==> config.mk <==
export PLATFORM = sky130hd
export DESIGN_NAME = trace_reader
export DESIGN_NICKNAME = d
export VERILOG_FILES = /design/src/rtl/trace_reader_pkg.sv /design/src/rtl/trace_reader.sv
export SDC_FILE = /design/constraint.sdc
export NUM_CORES = 1
export LEC_CHECK = 0
export CAP_MARGIN = 15
export CORE_UTILIZATION = 33
export DETAILED_ROUTE_END_ITERATION = 8
export GPL_TIMING_DRIVEN = 0
export PLACE_DENSITY = 0.61
export SLEW_MARGIN = 20
export SYNTH_ARGS = -nofsm -noshare
export SYNTH_HDL_FRONTEND = slang
export SYNTH_SLANG_ARGS = --single-unit
==> constraint.sdc <==
create_clock -name i_clk -period 3.33 [get_ports i_clk]
set_input_delay 0.333 -clock i_clk [delete_from_list [all_inputs] [get_ports i_clk]]
set_output_delay 0.333 -clock i_clk [all_outputs]
set_load 0.05 [all_outputs]
==> src/rtl/trace_reader_pkg.sv <==
// Shared definitions for the trace reader: FSM state encoding and the
// width helpers used to size the index, sum and active-count fields.
// All widths derive from channel count and per-channel trace width.
package trace_reader_pkg;

  typedef enum logic [1:0] {
    ST_IDLE = 2'd0,
    ST_SCAN = 2'd1,
    ST_DONE = 2'd2
  } state_e;

  localparam int LP_BASE_WIDTH_DEF = 6;
  localparam int LP_CHANNELS_DEF   = 4;

  // Channel index width; channel counts start at 2 so this is never zero.
  function automatic int f_idx_w(input int channels);
    return $clog2(channels);
  endfunction

  // N*(2^W-1) < 2^(W+clog2 N), so this width cannot overflow.
  function automatic int f_sum_w(input int base_width, input int channels);
    return base_width + $clog2(channels);
  endfunction

  // Count of nonzero channels runs 0..N, hence one bit above the index.
  function automatic int f_cnt_w(input int channels);
    return $clog2(channels) + 1;
  endfunction

endpackage

==> src/rtl/trace_reader.sv <==
// Snapshots all trace channels on request, then scans them one per cycle
// for sum, max (lowest index wins ties) and nonzero count.
// Latency: o_valid p_channels+1 cycles after accept; requests while busy are dropped.
module trace_reader
  import trace_reader_pkg::*;
#(
  parameter int p_base_width = LP_BASE_WIDTH_DEF,
  parameter int p_channels   = LP_CHANNELS_DEF
) (
  input  logic                                          i_clk,
  input  logic                                          i_rst_n,
  input  logic [p_channels*p_base_width-1:0]            i_ln,
  input  logic [p_channels-1:0]                         i_clr,
  input  logic                                          i_sample,
  output logic                                          o_busy,
  output logic                                          o_valid,
  output logic                                          o_drop,
  output logic [f_sum_w(p_base_width, p_channels)-1:0]  o_sum,
  output logic [f_idx_w(p_channels)-1:0]                o_max_idx,
  output logic [p_base_width-1:0]                       o_max_val,
  output logic [f_cnt_w(p_channels)-1:0]                o_active_cnt,
  output logic [p_channels-1:0]                         o_fresh
);

  localparam int LP_IW = f_idx_w(p_channels);
  localparam int LP_SW = f_sum_w(p_base_width, p_channels);
  localparam int LP_CW = f_cnt_w(p_channels);
  localparam logic [LP_IW-1:0] LP_LAST_IDX = LP_IW'(p_channels - 1);

  state_e                    r_state;
  state_e                    w_state_nxt;
  logic                      w_accept;
  logic                      w_scan_en;
  logic                      w_done;
  logic                      w_last;

  logic [p_base_width-1:0]   r_snap [p_channels];
  logic [p_channels-1:0]     r_snap_clr;
  logic [LP_IW-1:0]          r_idx;
  logic [LP_SW-1:0]          r_acc_sum;
  logic [p_base_width-1:0]   r_acc_max_val;
  logic [LP_IW-1:0]          r_acc_max_idx;
  logic [LP_CW-1:0]          r_acc_cnt;
  logic [p_base_width-1:0]   w_ch;

  logic                      r_valid;
  logic                      r_drop;
  logic [LP_SW-1:0]          r_sum;
  logic [LP_IW-1:0]          r_max_idx;
  logic [p_base_width-1:0]   r_max_val;
  logic [LP_CW-1:0]          r_active_cnt;
  logic [p_channels-1:0]     r_fresh;

  assign w_last = (r_idx == LP_LAST_IDX);
  assign w_ch   = r_snap[r_idx];

  // State register
  always_ff @(posedge i_clk or negedge i_rst_n) begin
    if (!i_rst_n) r_state <= ST_IDLE;
    else          r_state <= w_state_nxt;
  end

  // Next-state: accept from IDLE, scan all channels, one DONE cycle
  always_comb begin
    w_state_nxt = r_state;
    case (r_state)
      ST_IDLE: if (i_sample) w_state_nxt = ST_SCAN;
      ST_SCAN: if (w_last)   w_state_nxt = ST_DONE;
      ST_DONE:               w_state_nxt = ST_IDLE;
      default:               w_state_nxt = ST_IDLE;
    endcase
  end

  // FSM outputs: busy covers SCAN and DONE, so a DONE-cycle request is dropped
  always_comb begin
    w_accept  = 1'b0;
    w_scan_en = 1'b0;
    w_done    = 1'b0;
    o_busy    = 1'b1;
    case (r_state)
      ST_IDLE: begin
        o_busy   = 1'b0;
        w_accept = i_sample;
      end
      ST_SCAN: w_scan_en = 1'b1;
      ST_DONE: w_done    = 1'b1;
      default: ;
    endcase
  end

  // Snapshot traces and event flags on accept; later input changes are ignored
  always_ff @(posedge i_clk or negedge i_rst_n) begin
    if (!i_rst_n) begin
      for (int k = 0; k < p_channels; k++) r_snap[k] <= '0;
      r_snap_clr <= '0;
    end else if (w_accept) begin
      for (int k = 0; k < p_channels; k++) r_snap[k] <= i_ln[k*p_base_width +: p_base_width];
      r_snap_clr <= i_clr;
    end
  end

  // Sequential scan: one channel per cycle; strict > keeps the lowest index on ties
  always_ff @(posedge i_clk or negedge i_rst_n) begin
    if (!i_rst_n) begin
      r_idx         <= '0;
      r_acc_sum     <= '0;
      r_acc_max_val <= '0;
      r_acc_max_idx <= '0;
      r_acc_cnt     <= '0;
    end else if (w_accept) begin
      r_idx         <= '0;
      r_acc_sum     <= '0;
      r_acc_max_val <= '0;
      r_acc_max_idx <= '0;
      r_acc_cnt     <= '0;
    end else if (w_scan_en) begin
      r_acc_sum <= r_acc_sum + LP_SW'(w_ch);
      r_acc_cnt <= r_acc_cnt + LP_CW'(w_ch != '0);
      if (w_ch > r_acc_max_val) begin
        r_acc_max_val <= w_ch;
        r_acc_max_idx <= r_idx;
      end
      r_idx <= r_idx + LP_IW'(1);
    end
  end

  // Result registers: loaded only in DONE so they hold until the next scan ends
  always_ff @(posedge i_clk or negedge i_rst_n) begin
    if (!i_rst_n) begin
      r_valid      <= 1'b0;
      r_drop       <= 1'b0;
      r_sum        <= '0;
      r_max_idx    <= '0;
      r_max_val    <= '0;
      r_active_cnt <= '0;
      r_fresh      <= '0;
    end else begin
      r_valid <= w_done;
      r_drop  <= i_sample & o_busy;
      if (w_done) begin
        r_sum        <= r_acc_sum;
        r_max_idx    <= r_acc_max_idx;
        r_max_val    <= r_acc_max_val;
        r_active_cnt <= r_acc_cnt;
        r_fresh      <= r_snap_clr;
      end
    end
  end

  assign o_valid      = r_valid;
  assign o_drop       = r_drop;
  assign o_sum        = r_sum;
  assign o_max_idx    = r_max_idx;
  assign o_max_val    = r_max_val;
  assign o_active_cnt = r_active_cnt;
  assign o_fresh      = r_fresh;

endmodule

-- After elaboration in Yosys (flattened, before gate mapping)
Cells that the tools add are included.
- flip-flop bits (word level): 76
- input bits: 31
- output and inout port bits: 26
- logic and storage cells: 58
- add/sub/neg operators: 3
- magnitude comparators: 2
- equality and inequality tests: 5
- multiplexer cells: 22
- bitwise operators: 2
- reductions and logical operators: 6
- operators with widths (kind ; number):
    6-bit 2-to-1 mux ; 5
    8-bit 2-to-1 mux ; 2
    2-bit 2-to-1 mux ; 7
    6-bit binary-select mux with 2-bit select ; 1
    8-bit by 6-bit adder with 8-bit output ; 1
    6-bit > comparator ; 1
    3-bit 2-to-1 mux ; 2
    6-bit nonzero test ; 1
    2-bit equality test, second input constant ; 2
    1-bit 2-to-1 mux ; 4
    2-bit != test, second input constant ; 2
    2-bit case mux with 2 select lines ; 1
    2-bit AND reduction ; 2
    2-bit nonzero test ; 2
    3-bit by 1-bit adder with 3-bit output ; 1
    3-bit >= comparator, second input constant ; 1
    2-bit NOT with 3-bit output ; 1
    2-bit by 1-bit adder with 2-bit output, second input constant ; 1
    2-bit by 1-bit equality test with 1-bit output, second input constant ; 1
    2-bit logical NOT ; 1
    1-bit bitwise AND ; 1

-- Longest topological paths before layout
- depth in word-level cells: 8
- mapped depth: 12
- mapped depth without buffers: 11

-- Least setup slack after synthesis
OpenSTA, ideal clock, no wires.
- path kind: register to register
- start: register r_idx[1]
- end: register r_acc_sum[6]
- library setup time: 79 ps
- data arrival time: 2436 ps
- required time: 3251 ps
- setup slack: 815 ps
- cell stages (with the launch flop): 12
- path buffers: 1
- period minus slack after synthesis: 2515 ps
- path through: dfrtp_1 -> buf_2 -> mux2_2 -> o21ai_0 -> inv_1 -> ha_1 -> fa_1 -> a21o_1 -> a21oi_1 -> o21ai_0 -> o211ai_1 -> mux2i_1
- longest elaborated chain between the ends: 7
- ends and longest elaborated chain (item ; line ; source):
    from (decl) ; trace_reader.sv:39 ; logic [LP_IW-1:0] r_idx;
    from (signal assigned) ; trace_reader.sv:123 ; r_idx <= r_idx + LP_IW'(1);
    2-bit NOT with 3-bit output (implied by the code) ; trace_reader.sv:55 ; assign w_ch = r_snap[r_idx];
    6-bit binary-select mux with 2-bit select ; trace_reader.sv:55 ;
    6-bit 2-to-1 mux (implied by the code) (2 in series) ; trace_reader.sv:55 ;
    8-bit by 6-bit adder with 8-bit output ; trace_reader.sv:117 ; r_acc_sum <= r_acc_sum + LP_SW'(w_ch);
    8-bit 2-to-1 mux ; trace_reader.sv:116 ; end else if (w_scan_en) begin
    8-bit 2-to-1 mux ; trace_reader.sv:110 ; end else if (w_accept) begin
    to (signal assigned) ; trace_reader.sv:117 ;
    to (decl) ; trace_reader.sv:40 ; logic [LP_SW-1:0] r_acc_sum;
Every way passes these cells. The select of a mux whose other input is x is not followed.
A chain may end at the register's enable or synchronous reset.

-- Worst setup path after layout
Same ends and word-level chain as after synthesis.

==> flow_metrics.env <==
export IMPL_status="completed"
export IMPL_cts_repair_resized=0
export IMPL_synthTopCellsByArea="dfrtp_1 55%, nand2_1 13%, mux2_2 6.2%"
export IMPL_track_usage_pct=14.50
export IMPL_drcViolationCount=0
export IMPL_yosysTopAreaCellShare_pct=55.15
export IMPL_start_kind="register"
export IMPL_synth_top_area_cell="dfrtp_1"
export IMPL_cp_common_cell="o21ai_0"
export IMPL_die_area_mm2=0.01086
export IMPL_io_pins=57
export IMPL_final_layout_size_suffix_gt1_share_pct=11.76
export IMPL_slew_violations=0
export IMPL_wirelength_um=7151
export IMPL_synth_edf_count=0
export IMPL_grt_max_degree=40
export IMPL_synthArstFlopShare_pct=100.0
export IMPL_worstPathRequired_ns=3.61
export IMPL_cp_max_fo=9
export IMPL_antenna_found_initial=0
export IMPL_gr_total_overflow=0
export IMPL_cp_slowest_cell="fa_1"
export IMPL_hp_class="register to register"
export IMPL_die_h_um=104.2
export IMPL_first_iter_violations=100
export IMPL_max_vdd_ir_drop_uv=305.5
export IMPL_place_area_mm2=0.004193
export IMPL_cts_tree="yes"
export IMPL_rsz0062_at_grt="false"
export IMPL_port_buffers=56
export IMPL_synth_seq_area_share_pct=55.15
export IMPL_root_buffer="clkbuf_8"
export IMPL_cts_buffers=9
export IMPL_timing_final_crit_share_pct=89.28
export IMPL_maxCapViolCount=0
export IMPL_min_period_ns=2.973
export IMPL_worstMarginPinSlew_ns=0.5025
export IMPL_postLayoutCellArea_mm2=0.004397
export IMPL_nFillCells=973
export IMPL_place_congestion=0.8324
export IMPL_ant_nets=0
export IMPL_clk_path_buf_depth=2
export IMPL_area_growth_pct=27.50
export IMPL_slew_headroom_pct=66.39
export IMPL_grt_pass1_vias=2506
export IMPL_hold_viol_final=0
export IMPL_netlist_area_mm2=0.003448
export IMPL_synth_common_cells="118 x nand2_1, 76 x dfrtp_1, 23 x o21ai_0, 19 x mux2_2, 15 x ha_1"
export IMPL_rows=36
export IMPL_finalWorstSetupSlack_ns=0.3569
export IMPL_worstPathCellList="buf_2 > mux2_2 > o21ai_0 > inv_1 > ha_1 > fa_1 > a21o_1 > a21oi_1 > o21ai_0 > o211ai_1 > mux2i_1"
export IMPL_crit_arrival_ns=3.25
export IMPL_dieWidth_um=104.2
export IMPL_min_delay_start="r_snap_clr[2]"
export IMPL_grt_pass1_wl_um=12280
export IMPL_dpl_hpwl_um=5135
export IMPL_fmax_mhz=336.4
export IMPL_htree_levels=3
export IMPL_start_util_pct=34.64
export IMPL_cpPeakStageDelay_ns=0.41
export IMPL_routed_via_count=2480
export IMPL_crit_start="r_idx[1]"
export IMPL_path_class="register to register"
export IMPL_skew_ns=0.006459
export IMPL_insertion_delay_ns=0.35
export IMPL_dr_pass1_iters=4
export IMPL_p_leak_nw=2.054
export IMPL_synth_cell_types=34
export IMPL_clk_pin_slew_ns=0.07
export IMPL_vias_per_cell=4.584
export IMPL_synth_flop_cell="dfrtp_1"
export IMPL_critical_path_endpoint_type="register"
export IMPL_synth_seq_cells=76
export IMPL_core_area_mm2=0.009955
export IMPL_rrSetupSlack_ns=0.36
export IMPL_syn_avg_cell_area_um2=10.32
export IMPL_yosysMostFrequentCell="nand2_1"
export IMPL_numClockSinks=76
export IMPL_place_ws_ns=0.4068
export IMPL_final_net_count=450
export IMPL_power_density_mw_per_mm2=1146
export IMPL_diodes=0
export IMPL_setup_viol=0
export IMPL_r2r_start="r_idx[1]"
export IMPL_yosys_warnings=0
export IMPL_synth_cells=334
export IMPL_syn_nets=381
export IMPL_drt_wirelength_per_cell_um=13.22
## logic make-up (layout without fill, tap and decap cells)
family | Yosys count | in the layout | share of synthesized area (%)
DFF | 76 | 76 | 55.15
AOI/OAI and AO/OA | 44 | 44 | 7.511
muxes | 26 | 26 | 10.27
buffers and inverters | 27 | 101 | 3.447
adders and majority gates | 16 | 16 | 6.023
and+or+nand+nor | 141 | 141 | 16.58
xor gates and xnor gates | 4 | 4 | 1.016
## worst max-delay path, delay by kind of cell, from the launching register on
family,cells,cell delay [ns]
AO/OA/AOI/OAI,5,0.94
adder cells (fa/ha/maj),2,0.64
multiplexers,2,0.56
buffers and inverters,2,0.40
flip-flops,1,0.35
## layer usage
layer | global-route usage [%] | part of all wire [%]
met2 | 22.71 | 46
met4 | 7.551 | 2.4
met3 | 3.634 | 3.9
met5 | 0 | 0
met1 | 18.53 | 48
## power breakdown
part,internal [mW],total (mW),switching [mW],leakage [nW]
clock network,0.366,0.696,0.330,0.100
registers,1.36,1.59,0.227,0.941
logic,1.08,2.76,1.68,1.01
## worst paths after layout
check	to	cells after the start
setup / recovery	r_acc_sum[6]	11
hold / removal	r_snap_clr[2]	2
setup reg to reg	r_acc_sum[6]	11
hold reg to reg	r_snap_clr[2]	2
max in group asynchronous	r_idx[0]	3
min in group asynchronous	o_active_cnt[2]	2
## metrics by stage
step | total power, mW | TNS (ns) | instances | util (%) | hold WS (ns)
3_5_place_dp | 4.375 | 0 | 524 | 42.12 | 0.3323
2_1_floorplan | 3.573 | 0 | 334 | - | 0.03741
4_1_cts | 5.089 | 0 | 541 | 44.17 | 0.4783
5_1_grt | 5.480 | 0 | 541 | 44.17 | 0.4942
6_report | 5.040 | 0 | 541 | 44.17 | 0.4712
3_3_place_gp | 4.289 | -49.57 | 523 | 41.94 | 0.4500
## area by class of cell
| class | count | area (um^2) | area share [%] |
|---|---|---|---|
| inverter | 11 | 41.29 | 0.9391 |
| clock buffer | 12 | 145.1 | 3.301 |
| buffer | 16 | 77.57 | 1.764 |
| sequential | 76 | 1902 | 43.26 |
| tap | 133 | 166.4 | 3.785 |
| clock inverter | 4 | 48.80 | 1.110 |
| multi-input combinational | 231 | 1428 | 32.47 |
| timing repair buffer | 58 | 588.1 | 13.38 |
## what timing repair did
item	4_1_cts	5_1_grt
buffers inserted	0	0
hold buffers	1	0
endpoints found under the hold margin	37	0
endpoints found under the setup margin	0	0
## registers in the layout, indices dropped and copies added (netlist names), 3 cells and up
| register | flops |
|---|---|
| o_max_val | 6 |
| r_acc_sum | 8 |
| o_fresh | 4 |
| r_acc_cnt | 3 |
| r_snap_clr | 4 |
| o_active_cnt | 3 |
| o_sum | 8 |
| r_snap | 24 |
| r_acc_max_val | 6 |
## layout by cell type, fill, tap and decap left out, types with 3 or more instances in the layout
cell	instances
nor2_1	4
o31ai_1	5
nand2b_1	3
nand2_1	118
mux2_2	19
clkbuf_8	10
inv_1	11
clkdlybuf4s50_1	55
buf_2	8
nand3_1	8
dfrtp_1	76
o21ai_0	23
mux4_2	3
clkbuf_1	8
and2_1	3
a21oi_1	6
ha_1	15
(Power assumes the default switching activity.)
